**src/rtl/keys_ctrl_pkg.sv**
```systemverilog
// keys_pkg: shared types and helpers for the front-panel key controller.
//   key_act_t  - the single key action selected in a cycle (after lock/priority)
//   hold_st_t  - states of the increment/decrement hold-to-repeat FSM
//   KEY_*      - bit index of each key inside the 4-bit key vectors
//   next_set_up / next_set_dn - next set bit of a position mask, with wrap
package keys_pkg;

  typedef enum logic [2:0] {
    ACT_NONE,
    ACT_EDIT,
    ACT_SWI,
    ACT_PLUS,
    ACT_MINUS
  } key_act_t;

  typedef enum logic [1:0] {
    K_IDLE,
    K_HELD,
    K_REPEAT
  } hold_st_t;

  localparam int KEY_PLUS  = 0;
  localparam int KEY_MINUS = 1;
  localparam int KEY_EDIT  = 2;
  localparam int KEY_SWI   = 3;

  // Widest position mask the helpers handle; narrower masks are zero-extended.
  localparam int MAX_POS = 32;
  typedef logic [MAX_POS-1:0] pos_mask_t;

  // Next set bit strictly after pos (ascending, wrapping within n bits).
  // The last candidate is pos itself, so a single-bit mask returns pos,
  // and an empty mask also returns pos. Calling with pos = n-1 yields the
  // lowest set bit.
  function automatic int next_set_up(input pos_mask_t mask, input int n, input int pos);
    logic       found;
    int         idx;
    logic [4:0] sel;
    found       = 1'b0;
    next_set_up = pos;
    for (int i = 1; i <= MAX_POS; i++) begin
      if (i <= n && !found) begin
        idx = (pos + i) % n;
        sel = idx[4:0];
        if (mask[sel]) begin
          found       = 1'b1;
          next_set_up = idx;
        end
      end
    end
  endfunction

  // Next set bit strictly before pos (descending, wrapping within n bits).
  function automatic int next_set_dn(input pos_mask_t mask, input int n, input int pos);
    logic       found;
    int         idx;
    logic [4:0] sel;
    found       = 1'b0;
    next_set_dn = pos;
    for (int i = 1; i <= MAX_POS; i++) begin
      if (i <= n && !found) begin
        idx = (pos + n - i) % n;
        sel = idx[4:0];
        if (mask[sel]) begin
          found       = 1'b1;
          next_set_dn = idx;
        end
      end
    end
  endfunction

endpackage

```
**src/rtl/keys_ctrl_if.sv**
```systemverilog
// keys_ctrl_if: board-side bundle of the key controller.
//   KeyPlus/KeyMinus/KeyEdit/KeySwi - raw active-low keys (asynchronous)
//   mode12t24, swi_reverse          - layout / cursor-direction selects
//   edit_mode, screen, edit_pos     - controller state for the display mux
//   inc_pulse, dec_pulse            - one-cycle adjust strobes to the counters
// slave modport: the controller; master modport: whoever drives the keys.
interface keys_ctrl_if #(
  parameter int SCR_W = 2,
  parameter int POS_W = 3
);
  logic             KeyPlus;
  logic             KeyMinus;
  logic             KeyEdit;
  logic             KeySwi;
  logic             mode12t24;
  logic             swi_reverse;
  logic             edit_mode;
  logic [SCR_W-1:0] screen;
  logic [POS_W-1:0] edit_pos;
  logic             inc_pulse;
  logic             dec_pulse;

  modport master (
    output KeyPlus, KeyMinus, KeyEdit, KeySwi, mode12t24, swi_reverse,
    input  edit_mode, screen, edit_pos, inc_pulse, dec_pulse
  );

  modport slave (
    input  KeyPlus, KeyMinus, KeyEdit, KeySwi, mode12t24, swi_reverse,
    output edit_mode, screen, edit_pos, inc_pulse, dec_pulse
  );
endinterface

```
**src/rtl/keys_ctrl_filter.sv**
```systemverilog
// key_filter: 2-flop synchroniser plus debounce for one active-low key.
//   clk, reset - clock and asynchronous active-high reset
//   key_n_i    - raw key level (active-low, asynchronous)
//   level_o    - debounced level (1 = released)
//   press_o    - one-cycle press event on the debounced 1->0 edge
// The debounced level moves only after DEB_CYCLES consecutive synchronised
// samples disagree with it, giving 2 + DEB_CYCLES cycles from raw to filtered.
module key_filter #(
  parameter int DEB_CYCLES = 4
) (
  input  logic clk,
  input  logic reset,
  input  logic key_n_i,
  output logic level_o,
  output logic press_o
);
  localparam int CW = (DEB_CYCLES > 2) ? $clog2(DEB_CYCLES) : 1;

  logic          s1_q, s2_q;
  logic          filt_q, filt_prev_q;
  logic          armed_q;
  logic [1:0]    fill_q;
  logic [CW-1:0] cnt_q;

  always_ff @(posedge clk or posedge reset) begin
    if (reset) begin
      s1_q        <= 1'b1;
      s2_q        <= 1'b1;
      filt_q      <= 1'b1;
      filt_prev_q <= 1'b1;
      armed_q     <= 1'b0;
      fill_q      <= 2'b00;
      cnt_q       <= '0;
    end else begin
      s1_q        <= key_n_i;
      s2_q        <= s1_q;
      fill_q      <= {fill_q[0], 1'b1};
      filt_prev_q <= filt_q;
      // Arm only after a real (post-reset) sample shows the key released, so
      // a key held through reset cannot generate a press.
      if (fill_q[1] && s2_q && filt_q) armed_q <= 1'b1;
      if (s2_q != filt_q) begin
        if (cnt_q == CW'(DEB_CYCLES - 1)) begin
          filt_q <= s2_q;
          cnt_q  <= '0;
        end else begin
          cnt_q <= cnt_q + 1'b1;
        end
      end else begin
        cnt_q <= '0;
      end
    end
  end

  assign level_o = filt_q;
  assign press_o = armed_q & filt_prev_q & ~filt_q;

endmodule

```
**src/rtl/keys_ctrl.sv**
```systemverilog
// keys_ctrl: front-panel key controller for the clock/timer display.
//   clk, reset - single clock (rising edge), asynchronous active-high reset
//   bus        - keys_ctrl_if.slave: raw keys, mode12t24, swi_reverse in;
//                edit_mode, screen, edit_pos, inc_pulse, dec_pulse out
// Debounces the four keys, applies single-key lock and priority
// (Edit > Swi > Plus > Minus), tracks screen / edit mode / cursor over
// per-screen editable masks and generates hold-to-repeat adjust strobes.
module keys_ctrl
  import keys_pkg::*;
#(
  parameter int                             NUM_SCREENS   = 3,
  parameter int                             NUM_POS       = 8,
  parameter logic [NUM_SCREENS*NUM_POS-1:0] POS_MASK      = {8'b00110101, 8'b00011100, 8'b00111111},
  parameter logic [NUM_POS-1:0]             POS_MASK12    = 8'b10111101,
  parameter int                             DEB_CYCLES    = 4,
  parameter int                             HOLD_CYCLES   = 500,
  parameter int                             REPEAT_CYCLES = 100,
  parameter int                             IDLE_TIMEOUT  = 0
) (
  input logic        clk,
  input logic        reset,
  keys_ctrl_if.slave bus
);
  localparam int SCR_W = (NUM_SCREENS > 1) ? $clog2(NUM_SCREENS) : 1;
  localparam int POS_W = (NUM_POS > 1) ? $clog2(NUM_POS) : 1;
  localparam int HMAX  = (HOLD_CYCLES > REPEAT_CYCLES) ? HOLD_CYCLES : REPEAT_CYCLES;
  localparam int HCW   = (HMAX > 2) ? $clog2(HMAX) : 1;
  localparam int ICW   = (IDLE_TIMEOUT > 2) ? $clog2(IDLE_TIMEOUT) : 1;

  logic [3:0]         raw_n, lvl, prs;
  logic               held;
  key_act_t           act;
  logic [NUM_POS-1:0] mask_act;
  pos_mask_t          mask_ext;
  logic [POS_W-1:0]   first_pos, up_pos, dn_pos;
  logic               hold_down;
  logic               timeout_hit;

  logic               edit_q;
  logic [SCR_W-1:0]   screen_q;
  logic [POS_W-1:0]   pos_q;
  logic               inc_q, dec_q;
  hold_st_t           hold_st_q;
  logic               hold_plus_q;
  logic [HCW-1:0]     hold_cnt_q;
  logic [ICW-1:0]     idle_cnt_q;

  assign raw_n = {bus.KeySwi, bus.KeyEdit, bus.KeyMinus, bus.KeyPlus};

  for (genvar k = 0; k < 4; k++) begin : g_filt
    key_filter #(.DEB_CYCLES(DEB_CYCLES)) u_filt (
      .clk     (clk),
      .reset   (reset),
      .key_n_i (raw_n[k]),
      .level_o (lvl[k]),
      .press_o (prs[k])
    );
  end

  // A key counts as blocking when it is down but not pressing this cycle;
  // keys pressing together are then resolved purely by priority.
  always_comb begin
    held = 1'b0;
    for (int k = 0; k < 4; k++) begin
      if (!lvl[k] && !prs[k]) held = 1'b1;
    end
    act = ACT_NONE;
    if (!held) begin
      if (prs[KEY_EDIT])       act = ACT_EDIT;
      else if (prs[KEY_SWI])   act = ACT_SWI;
      else if (prs[KEY_PLUS])  act = ACT_PLUS;
      else if (prs[KEY_MINUS]) act = ACT_MINUS;
    end
  end

  always_comb begin
    mask_act = POS_MASK[int'(screen_q)*NUM_POS +: NUM_POS];
    if (screen_q == '0 && bus.mode12t24) mask_act = POS_MASK12;
    mask_ext = '0;
    mask_ext[NUM_POS-1:0] = mask_act;
    first_pos = POS_W'(next_set_up(mask_ext, NUM_POS, NUM_POS - 1));
    up_pos    = POS_W'(next_set_up(mask_ext, NUM_POS, int'(pos_q)));
    dn_pos    = POS_W'(next_set_dn(mask_ext, NUM_POS, int'(pos_q)));
  end

  assign hold_down   = hold_plus_q ? ~lvl[KEY_PLUS] : ~lvl[KEY_MINUS];
  assign timeout_hit = (IDLE_TIMEOUT != 0) && (act == ACT_NONE) &&
                       (idle_cnt_q == ICW'(IDLE_TIMEOUT - 1));

  always_ff @(posedge clk or posedge reset) begin
    if (reset) begin
      edit_q      <= 1'b0;
      screen_q    <= '0;
      pos_q       <= '0;
      inc_q       <= 1'b0;
      dec_q       <= 1'b0;
      hold_st_q   <= K_IDLE;
      hold_plus_q <= 1'b1;
      hold_cnt_q  <= '0;
      idle_cnt_q  <= '0;
    end else begin
      inc_q <= 1'b0;
      dec_q <= 1'b0;

      if (!edit_q || act != ACT_NONE) idle_cnt_q <= '0;
      else                            idle_cnt_q <= idle_cnt_q + 1'b1;

      if (!edit_q) begin
        hold_st_q <= K_IDLE;
        case (act)
          ACT_EDIT: begin
            if (mask_act != '0) begin
              edit_q <= 1'b1;
              pos_q  <= first_pos;
            end
          end
          ACT_PLUS:  screen_q <= (screen_q == SCR_W'(NUM_SCREENS - 1)) ? '0 : screen_q + 1'b1;
          ACT_MINUS: screen_q <= (screen_q == '0) ? SCR_W'(NUM_SCREENS - 1) : screen_q - 1'b1;
          default: ;
        endcase
      end else if (act == ACT_EDIT || timeout_hit) begin
        // Leaving edit mode cancels any hold in progress; no strobe this cycle.
        edit_q    <= 1'b0;
        hold_st_q <= K_IDLE;
      end else begin
        // Cursor move wins; otherwise re-align if the mask no longer covers it.
        if (act == ACT_SWI)       pos_q <= bus.swi_reverse ? dn_pos : up_pos;
        else if (!mask_act[pos_q]) pos_q <= up_pos;

        case (hold_st_q)
          K_IDLE: begin
            if (act == ACT_PLUS || act == ACT_MINUS) begin
              inc_q       <= (act == ACT_PLUS);
              dec_q       <= (act == ACT_MINUS);
              hold_plus_q <= (act == ACT_PLUS);
              hold_cnt_q  <= '0;
              hold_st_q   <= K_HELD;
            end
          end
          K_HELD: begin
            if (!hold_down) begin
              hold_st_q <= K_IDLE;
            end else if (hold_cnt_q == HCW'(HOLD_CYCLES - 1)) begin
              inc_q      <= hold_plus_q;
              dec_q      <= ~hold_plus_q;
              hold_cnt_q <= '0;
              hold_st_q  <= K_REPEAT;
            end else begin
              hold_cnt_q <= hold_cnt_q + 1'b1;
            end
          end
          K_REPEAT: begin
            if (!hold_down) begin
              hold_st_q <= K_IDLE;
            end else if (hold_cnt_q == HCW'(REPEAT_CYCLES - 1)) begin
              inc_q      <= hold_plus_q;
              dec_q      <= ~hold_plus_q;
              hold_cnt_q <= '0;
            end else begin
              hold_cnt_q <= hold_cnt_q + 1'b1;
            end
          end
          default: hold_st_q <= K_IDLE;
        endcase
      end
    end
  end

  assign bus.edit_mode = edit_q;
  assign bus.screen    = screen_q;
  assign bus.edit_pos  = pos_q;
  assign bus.inc_pulse = inc_q;
  assign bus.dec_pulse = dec_q;

endmodule

```
**src/flat_wrapper.sv**
```systemverilog
// flat-port wrapper written by rule: the top's interface ports become plain ports
module keys_ctrl_flat import keys_pkg::*;
#(
  parameter int                             NUM_SCREENS   = 3,
  parameter int                             NUM_POS       = 8,
  parameter logic [NUM_SCREENS*NUM_POS-1:0] POS_MASK      = {8'b00110101, 8'b00011100, 8'b00111111},
  parameter logic [NUM_POS-1:0]             POS_MASK12    = 8'b10111101,
  parameter int                             DEB_CYCLES    = 4,
  parameter int                             HOLD_CYCLES   = 500,
  parameter int                             REPEAT_CYCLES = 100,
  parameter int                             IDLE_TIMEOUT  = 0
)
  (clk, reset, bus_KeyPlus, bus_KeyMinus, bus_KeyEdit, bus_KeySwi, bus_mode12t24, bus_swi_reverse, bus_edit_mode, bus_screen, bus_edit_pos, bus_inc_pulse, bus_dec_pulse);
  keys_ctrl_if #(.SCR_W(2), .POS_W(3)) bus_i ();
  input logic clk;
  input logic reset;
  input wire logic [$bits(bus_i.KeyPlus)-1:0] bus_KeyPlus;
  input wire logic [$bits(bus_i.KeyMinus)-1:0] bus_KeyMinus;
  input wire logic [$bits(bus_i.KeyEdit)-1:0] bus_KeyEdit;
  input wire logic [$bits(bus_i.KeySwi)-1:0] bus_KeySwi;
  input wire logic [$bits(bus_i.mode12t24)-1:0] bus_mode12t24;
  input wire logic [$bits(bus_i.swi_reverse)-1:0] bus_swi_reverse;
  output wire logic [$bits(bus_i.edit_mode)-1:0] bus_edit_mode;
  output wire logic [$bits(bus_i.screen)-1:0] bus_screen;
  output wire logic [$bits(bus_i.edit_pos)-1:0] bus_edit_pos;
  output wire logic [$bits(bus_i.inc_pulse)-1:0] bus_inc_pulse;
  output wire logic [$bits(bus_i.dec_pulse)-1:0] bus_dec_pulse;
  assign bus_i.KeyPlus = bus_KeyPlus;
  assign bus_i.KeyMinus = bus_KeyMinus;
  assign bus_i.KeyEdit = bus_KeyEdit;
  assign bus_i.KeySwi = bus_KeySwi;
  assign bus_i.mode12t24 = bus_mode12t24;
  assign bus_i.swi_reverse = bus_swi_reverse;
  assign bus_edit_mode = bus_i.edit_mode;
  assign bus_screen = bus_i.screen;
  assign bus_edit_pos = bus_i.edit_pos;
  assign bus_inc_pulse = bus_i.inc_pulse;
  assign bus_dec_pulse = bus_i.dec_pulse;
  keys_ctrl #(.NUM_SCREENS(NUM_SCREENS), .NUM_POS(NUM_POS), .POS_MASK(POS_MASK), .POS_MASK12(POS_MASK12), .DEB_CYCLES(DEB_CYCLES), .HOLD_CYCLES(HOLD_CYCLES), .REPEAT_CYCLES(REPEAT_CYCLES), .IDLE_TIMEOUT(IDLE_TIMEOUT)) u_core (.clk(clk), .reset(reset), .bus(bus_i));
endmodule
```
**config.mk**
```make
export PLATFORM = sky130hd
export DESIGN_NAME = keys_ctrl_flat
export DESIGN_NICKNAME = d
export VERILOG_FILES = /design/src/rtl/keys_ctrl_pkg.sv /design/src/rtl/keys_ctrl_if.sv /design/src/rtl/keys_ctrl_filter.sv /design/src/rtl/keys_ctrl.sv /design/src/flat_wrapper.sv
export SDC_FILE = /design/constraint.sdc
export NUM_CORES = 1
export LEC_CHECK = 0
export ABC_AREA = 0
export CORE_AREA = 2 2 100 82
export CTS_CLUSTER_SIZE = 10
export DETAILED_ROUTE_END_ITERATION = 10
export DIE_AREA = 0 0 102 84
export PLACE_DENSITY = 0.67
export SYNTH_ARGS = -nofsm -noshare
export SYNTH_HDL_FRONTEND = slang
export SYNTH_SLANG_ARGS = --single-unit
export TNS_END_PERCENT = 50
```
**constraint.sdc**
```tcl
create_clock -name clk -period 7 [get_ports clk]
set_input_delay 1.4 -clock clk [delete_from_list [all_inputs] [get_ports clk]]
set_output_delay 1.4 -clock clk [all_outputs]
set_load 0.05 [all_outputs]
```
Yosys cells after proc, flatten, opt, wreduce, memory -nomap -nowiden
Index checks and enable logic that the tools add are counted.

word-level totals
  register bits after elaboration = 56
  input bits = 8
  output and inout port bits = 8
  logic and storage cells = 367

operators by class
  $add $sub $neg = 23
  magnitude comparators = 17
  eq/ne operators = 25
  shifts and indexed selects = 1
  mux-type cells = 180
  bitwise operators = 31
  reductions and logical operators = 54

operator list
  kind                                                        count
  2-to-1 mux 3 bit                                            57
  subtractor 32 x 4 -> 32 bit, second input constant          4
  less-than comparator 5 x 6 -> 1 bit, second input constant  16
  2-to-1 mux 1 bit                                            79
  binary-select mux 1 bit (select 4 bit)                      16
  subtractor 32 x 3 -> 32 bit, second input constant          2
  OR reduction 3 bit                                          16
  2-to-1 mux 9 bit                                            5
  2-to-1 mux 2 bit                                            16
  subtractor 32 x 2 -> 32 bit, second input constant          1
  subtractor 32 x 5 -> 32 bit, second input constant          1
  one-hot mux 9 bit (3 select lines)                          1
  variable part select 24 x 6 -> 8 bit, first input constant  1
  bitwise AND 1 bit                                           16
  logical AND 1 bit                                           13
  adder 3 bit, second input constant                          4
  equality test 2 bit, second input constant                  6
  adder 2 x 1 -> 2 bit, second input constant                 5
  AND reduction 2 bit                                         5
  adder 9 x 1 -> 9 bit, second input constant                 1
  equality test 9 x 7 -> 1 bit, second input constant         1
  equality test 9 bit, second input constant                  1
  bitwise AND 1 bit, first input constant                     8
  zero test 1 bit                                             8
  29 further kinds                                            48

Logic depth before layout (Yosys ltp)
  depth after elaboration = 25
  depth in mapped cells = 12
  mapped depth without buffers = 10

Hierarchy
From an unflattened synthesis, not the netlist that was laid out.

second synthesis, totals
  cells, all modules = 394
  area, all modules = 3,726.1 um2

by module, submodules not included
  module      instances  cells an instance  area each (um2)  sequential area each (um2)
  keys_ctrl   1          322                2,504.9          501.7
  key_filter  4          18                 305.3            230.2

Least setup slack after synthesis
OpenSTA, ideal clock, no wires.

  path kind = in2reg
  from = input bus_mode12t24
  to = register u_core.pos_q[0] (netlist: u_core.bus.edit_pos[0])
  library setup time = 0.079 ns
  data arrival time = 3.300 ns
  data required time = 6.921 ns
  path slack = 3.621 ns
  stages on the path = 9
  path buffers = 1
  path through = buf_6 and3_4 a221o_2 a211o_1 a221o_1 a21oi_1 o21ai_1 a31oi_1 mux2i_1

between the ends
  word-level cells in the longest chain between the ends = 23
  elaborated cells between the ends (all ways) = 131
  classes of those cells = 1 x eq/ne; 126 x mux; 4 x reduce/logical

ends and longest elaborated chain
  what                                                       RTL line                                  RTL
  start: declaration                                         flat_wrapper.sv:21                        input wire logic [$bits(bus_i.mode12t24)-1:0] bus_mode12t24;
  logical AND 1 bit *                                        keys_ctrl.sv:78                           if (screen_q == '0 && bus.mode12t24) mask_act = POS_MASK12;
  2-to-1 mux 8 bit *                                         keys_ctrl.sv:78
  binary-select mux 1 bit (select 4 bit) (on tied branches)  keys_ctrl_pkg.sv:45, keys_ctrl_pkg.sv:64
  2-to-1 mux 1 bit (on tied branches)                        keys_ctrl_pkg.sv:45, keys_ctrl_pkg.sv:64
  2-to-1 mux 3 bit (on tied branches) (2 in a row)           keys_ctrl_pkg.sv:45, keys_ctrl_pkg.sv:64
  2-to-1 mux 3 bit (on tied branches)                        keys_ctrl_pkg.sv:42, keys_ctrl_pkg.sv:61
  2-to-1 mux 3 bit (on tied branches)                        keys_ctrl_pkg.sv:45, keys_ctrl_pkg.sv:64
  2-to-1 mux 3 bit (on tied branches)                        keys_ctrl_pkg.sv:42, keys_ctrl_pkg.sv:61
  [... 6 more ...]                                           n/a
  2-to-1 mux 3 bit (on tied branches)                        keys_ctrl_pkg.sv:45, keys_ctrl_pkg.sv:64
  2-to-1 mux 3 bit (on tied branches)                        keys_ctrl_pkg.sv:42, keys_ctrl_pkg.sv:61
  2-to-1 mux 3 bit (on tied branches)                        keys_ctrl_pkg.sv:45, keys_ctrl_pkg.sv:64
  2-to-1 mux 3 bit (on tied branches)                        keys_ctrl_pkg.sv:42, keys_ctrl_pkg.sv:61
  2-to-1 mux 3 bit (on tied branches)                        keys_ctrl.sv:128, keys_ctrl.sv:127
  2-to-1 mux 3 bit                                           keys_ctrl.sv:127                          if (act == ACT_SWI) pos_q <= bus.swi_reverse ? dn_pos : up_pos;
  2-to-1 mux 3 bit                                           keys_ctrl.sv:121                          end else if (act == ACT_EDIT || timeout_hit) begin
  2-to-1 mux 3 bit                                           keys_ctrl.sv:108                          if (!edit_q) begin
  end signal: assignment                                     keys_ctrl.sv:114                          pos_q <= first_pos;
  end signal: assignment                                     keys_ctrl.sv:127
  end signal: assignment                                     keys_ctrl.sv:128                          else if (!mask_act[pos_q]) pos_q <= up_pos;
  end: declaration                                           keys_ctrl.sv:41                           logic [POS_W-1:0] pos_q;

Mark *: on every way between the ends. The rest lies on a longest branch, timed or not. The select of a mux whose other input is x is not followed.
A chain may end at the register's enable or synchronous reset.

Final worst setup path
Same ends and word-level chain as after synthesis.

==> results.md <==
- Outcome: complete, no violations
- DRC: 0
- Num CTS Buffers: 5
- Placed Area: approximately 0.0039 sq mm
- Fin. max-slew vios: 0
- CP bufs+invs: 1
- Top FF cell, synth: dfrtp_1
- Synth Instances: roughly 410
- Post-CTS sizing: 0
- # IOs: 16
- Yosys top cell area share: 0.224
- Hold buffers post-CTS: 0
- End of the worst hold path: u_core.g_filt[0].u_filt.fill_q[1]$_DFF_PP0_
- Syn nets: roughly 440
- Post-synth EDFFs: 0
- Synthesis-to-finish area growth: 7.83%
- CP arrival: ~4.2 ns
- Full die area: 0.00857 sq mm
- R2R Setup Slk: between 3 and 4 ns
- FMAX: about 250 MHz
- Total number of vias: 3,352
- Initial antenna violation count: 0
- Dpl hpwl: 6530 um
- R2r worst-path depth: 11
- Total of max-cap violations: 0
- Worst setup SP type: input port
- Top cell type by total area after synthesis: dfrtp_1
- Final worst slack: between 2 and 3 ns
- WL/cell: 16.9 um
- Pre-Repair DR Iteration Count: 5
- Routed WL: 8840 um
- GPL Wtd Cong: 1.01
- Vias per std cell: between 6 and 7
- Clock sink count: 50
- Worst-path clk slew: ~0.090 ns
- Diodes inserted: 0
- Post-CTS setup buffer count: 0
- Detailed Route Iter0 Violations: 311
- Critical Path Max Stage Delay: between 0.6 and 0.7 ns
- Netlist cell types: 80
- Period minus WS final: ~4 ns
- Critical-path top delay cell: clkdlybuf4s50_1
- Dpl ws: 2.74 ns
- Vias in the first global route: between 2k and 3k
- Most frequent cell after synthesis: dfrtp_1
- FF-to-FF Start: u_core.bus.edit_pos[1]$_DFFE_PP0P_
- Worst clock skew: between 0.009 and 0.01 ns
- Crit. End Element: flip-flop
- First-pass GRT wire length: 14,900 um
- # port buffers: 15
- Hold Fails Final Rpt: 0
- Antenna-violating nets left: 0
- Total Neg Setup Slack: 0 ns
- Top cells by area, synth: dfrtp_1 22%, dfstp_2 12%, ha_1 6.1%, o21ai_0 4.3%, nor2_1 2.8%
- Final hold slack: 0.354 ns
- Initial Util: 0.480
- Worst hold start: u_core.g_filt[0].u_filt.fill_q[0]$_DFF_PP0_
- Crit-path leading delay family: compound AO/OA/AOI/OAI gates
- Synthesized area per cell: roughly 9 sq um
- Largest net degree at the start of global routing: 51
- Slew Limit Headroom: 0.345
- Reg-to-reg critical path endpoint: u_core.bus.edit_pos[0]$_DFFE_PP0P_
- Critical setup path kind: input port to flip-flop
- DIE HEIGHT: 84 um
- Die W: a little over 100 um
- Synthesized area: roughly 0.0037 sq mm
- Fillers: 728
- Row cnt: 29
- CTS root buffer: clkbuf_8
- Cell chain of the critical path: clkdlybuf4s50_1, and2b_1, o21ai_0, a31o_2, o2111ai_2, o31ai_2, o21ai_1, a31oi_1, mux2i_1
- Clk_lat worst skew: 0.31 ns
- Core area: ~0.0077 sq mm
- Layout cells sized above 1: 0.135
- Ys Warns: 0
- Final net count: approximately 440
- Post-route clock period utilization: 0.573
- Commonest cells in the netlist: 33 x dfrtp_1, 32 x o21ai_0, 28 x nor2_1
- Post-route design area: between 0.003 and 0.004 sq mm
- TritonCTS clock tree: done
- Seq/Total Area, Yosys: 0.345
- Gr usage total: 0.217
- H-tree levels: 2
- Grt total ovfl: 0
- Hold depth: 0
- Measured slew at the worst slew-check pin: just under 1 ns
- CP max FO: 9
- RSZ-0062 raised after global routing: no
- Worst Hold Class: flip-flop to flip-flop
- Setup violators final: 0
- Max Buffers Root-to-Sink: 2
- Req. time, crit path: 7.23 ns
- FF+latch count, synth: 50
- Ys async rst share: 1.00
## layout make-up
type,count,area [sq um],area share
inverters,13,48.8,0.0123
clock inverters,2,16.3,0.00408
clock buffers,6,82.6,0.0207
repair buffers,20,188,0.0471
well taps,108,135,0.0339
flip-flops and latches,50,1270,0.320
multi-input cells,325,2240,0.562
## logic make-up (layout without fill, tap and decap cells)
group	after synthesis	after routing	share of synthesized area
other	1	1	0.00102
buffers and inverters	38	41	0.0491
AOI/OAI and AO/OA	156	156	0.306
and+or+nand+nor	131	131	0.189
xor gates and xnor gates	9	9	0.0213
adders and majority gates	18	18	0.0610
DFF	50	50	0.345
muxes	10	10	0.0288
## per-layer routing
layer / vias up / part of all wire / GRT usage
li1: 1565 / - / -
met1: 1607 / 0.48 / 0.349
met2: 157 / 0.41 / 0.286
met3: 23 / 0.096 / 0.0544
met4: 0 / 0.015 / 0.0461
met5: - / 0 / 0
## worst max path at each step
stage / from / end / slack, ns / depth (start not counted)
final: bus_mode12t24 / u_core.bus.edit_pos[0]$_DFFE_PP0P_ / 2.99 / 9
after global routing: u_core.bus.edit_pos[1]$_DFFE_PP0P_ / u_core.bus.edit_pos[2]$_DFFE_PP0P_ / 2.87 / 11
after CTS: bus_mode12t24 / u_core.bus.edit_pos[0]$_DFFE_PP0P_ / 3.07 / 9
after detailed placement: bus_mode12t24 / u_core.bus.edit_pos[0]$_DFFE_PP0P_ / 2.74 / 9
after global placement: bus_mode12t24 / u_core.bus.edit_pos[2]$_DFFE_PP0P_ / 2.86 / 9
after floorplan: bus_mode12t24 / u_core.bus.edit_pos[0]$_DFFE_PP0P_ / 3.62 / 9
## per-stage QoR
stage,cells,util
CTS,524,0.518
global placement,516,0.505
floorplan,413,-
detailed placement,516,0.505
finish,524,0.518
global route,524,0.518
## flip-flops by register name, summed over array words and instances (netlist names)
name / count
u_core.g_filt.u_filt.fill_q: 2
u_core.bus.edit_pos: 3
u_core.bus.dec_pulse: 1
u_core.hold_st_q: 2
u_core.g_filt.u_filt.s2_q: 4
u_core.g_filt.u_filt.filt_prev_q: 4
u_core.bus.edit_mode: 1
u_core.bus.inc_pulse: 1
u_core.g_filt.u_filt.s1_q: 4
u_core.hold_plus_q: 1
u_core.bus.screen: 2
u_core.g_filt.u_filt.armed_q: 4
u_core.hold_cnt_q: 9
u_core.g_filt.u_filt.level_o: 4
u_core.g_filt.u_filt.cnt_q: 8
## layout by cell type, fill, tap and decap left out, types with 10 or more instances in the layout
cell type	netlist	routed
a21oi_1	19	19
a31oi_1	11	11
ha_1	18	18
clkdlybuf4s50_1	0	15
inv_1	12	11
nand2_1	25	25
o211ai_1	10	10
o21ai_0	32	32
dfstp_2	17	17
dfrtp_1	33	33
nor3_1	16	16
nor2_1	28	28
Power is left out: the tool's default activity adds up to more than one toggle a clock period on the data nets, which glitch-free logic cannot reach.
